## src/rtl/ddr_port0_writer.sv

```systemverilog
// ddr_port0_writer: packs per-pixel result words into MIG port-0 write bursts and flags frame completion.
// Define DDR_WR_DOUBLE_BUF_EN to ping-pong frames between BASE_ADDR and BASE_ADDR+FRAME_STRIDE.
module ddr_port0_writer #(
  parameter int          BURST_LEN    = 64,
  parameter logic [29:0] BASE_ADDR    = 30'd0,
  parameter logic [29:0] FRAME_STRIDE = 30'd5242880
) (
  input  logic        clk,
  input  logic        reset,
  input  logic        mem_calib_done,
  input  logic        frame_start,
  input  logic [19:0] total_pixels,
  input  logic [31:0] pix_data,
  input  logic        pix_valid,
  output logic        pix_ready,
  output logic        wr_en,
  output logic [31:0] wr_data,
  output logic [3:0]  wr_mask,
  input  logic        wr_full,
  input  logic        wr_empty,
  output logic        cmd_en,
  output logic [2:0]  cmd_instr,
  output logic [5:0]  cmd_bl,
  output logic [29:0] cmd_byte_addr,
  input  logic        cmd_full,
  output logic        busy,
  output logic        frame_done,
  output logic        front_buf
);
  typedef enum logic [2:0] {CALIB, READY, FILL, CMD, DRAIN, DONE} state_t;
  state_t      state;
  logic [1:0]  calib_q;
  logic [19:0] total, pix_idx;
  logic [6:0]  burst_cnt;
  logic [29:0] frame_base, burst_addr;
  logic        nxt_buf, accept, last_word, frame_end;
  assign pix_ready = state == FILL && !wr_full && burst_cnt < 7'(BURST_LEN) && pix_idx < total;
  assign accept    = pix_valid && pix_ready;
  assign last_word = burst_cnt + 7'd1 == 7'(BURST_LEN) || pix_idx + 20'd1 == total;
  assign frame_end = state == DRAIN && wr_empty && pix_idx == total;
  assign busy      = state != READY && state != CALIB;
  assign wr_mask   = 4'b0000;
  assign cmd_instr = 3'b000;
  always_ff @(posedge clk or posedge reset)
    if (reset) begin
      state         <= CALIB;
      calib_q       <= '0;
      total         <= '0;
      pix_idx       <= '0;
      burst_cnt     <= '0;
      frame_base    <= BASE_ADDR;
      burst_addr    <= '0;
      wr_en         <= 1'b0;
      wr_data       <= '0;
      cmd_en        <= 1'b0;
      cmd_bl        <= '0;
      cmd_byte_addr <= '0;
      frame_done    <= 1'b0;
    end else begin
      calib_q    <= {calib_q[0], mem_calib_done};
      wr_en      <= accept;
      cmd_en     <= 1'b0;
      frame_done <= 1'b0;
      if (accept) wr_data <= pix_data;
      case (state)
        CALIB: if (calib_q[1]) state <= READY;
        READY: if (frame_start) begin
          total      <= total_pixels;
          pix_idx    <= '0;
          burst_cnt  <= '0;
          frame_base <= nxt_buf ? BASE_ADDR + FRAME_STRIDE : BASE_ADDR;
          frame_done <= total_pixels == '0;
          state      <= total_pixels == '0 ? DONE : FILL;
        end
        FILL: if (accept) begin
          pix_idx   <= pix_idx + 20'd1;
          burst_cnt <= burst_cnt + 7'd1;
          if (burst_cnt == '0) burst_addr <= frame_base + {8'd0, pix_idx, 2'b00};
          if (last_word) state <= CMD;
        end
        CMD: if (!cmd_full) begin
          cmd_en        <= 1'b1;
          cmd_bl        <= 6'(burst_cnt - 7'd1);
          cmd_byte_addr <= burst_addr;
          burst_cnt     <= '0;
          state         <= DRAIN;
        end
        DRAIN: if (wr_empty) begin
          frame_done <= frame_end;
          state      <= frame_end ? DONE : FILL;
        end
        default: state <= READY;
      endcase
    end
`ifdef DDR_WR_DOUBLE_BUF_EN
  logic cur_buf;
  // front_buf must change together with frame_done, including zero-pixel frames that skip DRAIN
  always_ff @(posedge clk or posedge reset)
    if (reset) begin
      nxt_buf   <= 1'b0;
      cur_buf   <= 1'b0;
      front_buf <= 1'b0;
    end else if (state == READY && frame_start) begin
      nxt_buf <= !nxt_buf;
      cur_buf <= nxt_buf;
      if (total_pixels == '0) front_buf <= nxt_buf;
    end else if (frame_end) front_buf <= cur_buf;
`else
  assign nxt_buf   = 1'b0;
  assign front_buf = 1'b0;
`endif
endmodule
```

## config.mk

```make
export PLATFORM = sky130hd
export DESIGN_NAME = ddr_port0_writer
export DESIGN_NICKNAME = d
export VERILOG_FILES = /design/src/rtl/ddr_port0_writer.sv
export SDC_FILE = /design/constraint.sdc
export NUM_CORES = 1
export LEC_CHECK = 0
export ABC_AREA = 1
export CAP_MARGIN = 20
export CORE_ASPECT_RATIO = 1.1
export CORE_UTILIZATION = 52
export CTS_CLUSTER_DIAMETER = 150
export DETAILED_ROUTE_END_ITERATION = 8
export PLACE_DENSITY = 0.86
export SYNTH_ARGS = -nofsm -noshare
export SYNTH_HDL_FRONTEND = slang
export SYNTH_SLANG_ARGS = --single-unit
export TNS_END_PERCENT = 50
```

## constraint.sdc

```tcl
create_clock -name clk -period 4.7 [get_ports clk]
set_input_delay 0.47 -clock clk [delete_from_list [all_inputs] [get_ports clk]]
set_output_delay 0.47 -clock clk [all_outputs]
set_load 0.05 [all_outputs]
```

==> reports/results.ini <==
[routing]
vias_per_cell=5.25
vias=6006
wl_per_cell_um=14.4
drt-initial-drc-count=490
drc_errors=32
wl_um=16500
ant_nets=0
drt_pass1_iterations=7

[power]
p_comb_frac=0.424
swShare=0.434
p_leak_nw=4.32
pwr-share-seq=0.325
p_switching_w=0.00217
ir_drop_uv=288
power.share.clock=0.252
p_per_area_nw_per_um2=575
p_int_w=0.00282

[cells_and_area]
fin_util=0.683
fillCellCount=984
drive_above_1_share=0.0659
layout_commonest_cell=nand2_1
area_delta_synth_final_pct=27.4
layout_common_cells=nand2_1, dfrtp_1, clkdlybuf4s50_1, inv_1, nand3_1
nets=1057
n_antenna_cell=0

[synth]
synthMuxAreaShare=0.00165
synth_flop_cell=dfrtp_1
async_flop_share=1.00
syn_area_um2=6810
seq_area_frac_synth=0.489
synth-compound-area-share=0.0765
synthAdderAreaFrac=0.0441
syn_avg_cell_area_um2=7.98
synthXorXnorAreaFrac=0.0200
synth_simple_gate_area_frac=0.283
synth_edf_count=0
ys_warn_count=0
synth_cell_types=35
ys_seq_elements=133
syn_inst=853
synth_top_family_by_area=simple AND/OR/NAND/NOR gates

[timing]
finalSetupViolCount=0
fin_crit_ns=3.17
drv_slew=0
rsz0062_at_grt=false
final.setup_skew_ns=0.00999
hold_violations=0
fmax_ghz=0.315
relSlewSlack=0.354
timing.final.crit_share=0.675
whs_ns=0.349
fin_setup_tns_ns=0
tightest_slew_ns=0.969

[setup_path]
r2r_cells=12
path_max_fanout=3
path_cells=inv_1, ha_1, nand2_1, nor2_1, nand4_1, nor2_1, nand2_1, and3_1, clkdlybuf4s50_1
path_delay_family=simple AND/OR/NAND/NOR gates
cpPeakStageDelay_ns=0.70
cp.depth=9
cp.arrival_ns=2.70
crit_type=reg -> out
cpMaxStageDelayCell=clkdlybuf4s50_1
crit_path_end_kind=output port
crit_buf_inv=2
required_ns=4.23
start_kind=register

[clocking]
cts.hold.buffers_added=0
root_buffer=clkbuf_16
cts.repair.resized=0
cts_setup_buffers=0
cts_made_buffers=17
clock_latency_ns=0.42
clock_sinks=133
cts.path.max_buffers=2
clk_pin_slew_ns=0.06
h-tree-depth=4
tritoncts=built

[grt]
grt.total_usage=0.254
grt_pass1_vias=5700
grt_first_pass_wirelength_um=27200
grt_overflow=0
grt_antenna_before_repair=0
grt_max_degree=80

[floorplan]
start_util=0.536
coreArea_um2=12700
die_w_um=111
die_area_um2=13600
die_h_um=122
ioPinCount=141
rows=43

[status]
violations=design-rule violations
status=complete, but fails checks

[place]
portBuffers=122
place_congestion=0.977
dp_hpwl_um=11500

[worst_hold_path]
min_path_cells=0
min_path_type=reg -> reg

[job]
cap_violations=0

-- logic make-up (layout without fill, tap and decap cells) --
logic type               count (synthesis)  in the layout
AO/OA/AOI/OAI                           98             98
XOR/XNOR                                14             14
adder cells (fa/ha/maj)                 24             24
buffers and inverters                  132            248
flip-flops                             133            133
multiplexers                             1              1
other                                    1             18
AND/OR/NAND/NOR                        450            450
-- routing by layer --
layer / GRT usage / share of wire / wire length [um]
met1: 0.344 / 0.46 / 7520
met2: 0.404 / 0.46 / 7560
met4: 0.110 / 0.027 / 439
met3: 0.0478 / 0.057 / 938
met5: 0 / 0 / 0
-- synthesized netlist by cell type, types with 3 or more instances --
library cell	instances	area share
a21oi_1	19	0.014
buf_2	8	0.0059
buf_4	19	0.021
clkbuf_1	16	0.0088
dfrtp_1	133	0.49
ha_1	24	0.044
inv_1	84	0.046
inv_2	3	0.0017
nand2_1	301	0.17
nand2_2	6	0.0055
nand3_1	53	0.039
nand3_2	3	0.0044
nand4_1	17	0.016
nor2_1	44	0.024
nor2_2	3	0.0028
nor2_4	5	0.0083
nor3_1	9	0.0066
nor4_1	3	0.0028
o21ai_0	48	0.035
o21ai_1	11	0.0081
o22ai_1	15	0.014
xor2_1	12	0.015
-- through the flow --
stage | std cells | setup slack (ns) | area, um2 | power, W
2_1_floorplan | 870 | 0.676 | 6870 | 0.00310
4_1_cts | 1142 | 1.55 | 8650 | 0.00498
3_5_place_dp | 1110 | 1.82 | 8090 | 0.00371
6_report | 1143 | 1.53 | 8670 | 0.00499
5_1_grt | 1143 | 1.36 | 8670 | 0.00528
3_3_place_gp | 1110 | 1.88 | 8090 | 0.00365
-- sequential cells by signal, summed over array words and instances, names as in the netlist --
| register | flops |
|---|---|
| frame_done | 1 |
| wr_data | 32 |
| calib_q | 2 |
| burst_cnt | 7 |
| cmd_en | 1 |
| cmd_byte_addr | 20 |
| pix_idx | 20 |
| total | 20 |
| cmd_bl | 6 |
| state | 3 |
| burst_addr | 20 |
| wr_en | 1 |
-- worst reg2reg max path, delay by kind of cell (launching register included) --
family	cells	cell delay, ns
buf+inv	2	0.54
simple gates	8	1.30
compound gates	1	0.31
flops	1	0.41
fa+ha+maj	1	0.29
-- worst paths after layout --
kind / start / to / slack [ns]
worst max-delay path: total[11] / pix_ready / 1.53
worst min-delay path: calib_q[0] / calib_q[1] / 0.35
worst max register to register: total[11] / pix_idx[15] / 1.75
worst min register to register: calib_q[0] / calib_q[1] / 0.35
max in group asynchronous: reset / wr_data[13] / 3.12
min in group asynchronous: reset / wr_data[7] / 0.63
-- power by group through the flow --
stage	clock, W	combinational (W)	sequential (W)
global route	0.00132	0.00230	0.00166
global placement	0	0.00204	0.00162
finish	0.00126	0.00211	0.00162
floorplan	0	0.000915	0.00218
CTS	0.00127	0.00210	0.00162
detailed placement	0	0.00208	0.00163
-- layout make-up --
type	instances	area, um2	area share
clock inverters	15	135	0.0156
multi-input cells	605	2970	0.342
flip-flops and latches	133	3330	0.384
clock buffers	17	425	0.0490
inverters	87	329	0.0379
well taps	157	196	0.0226
repair buffers	129	1290	0.149
No activity file was read; power rests on OpenSTA's default activity.
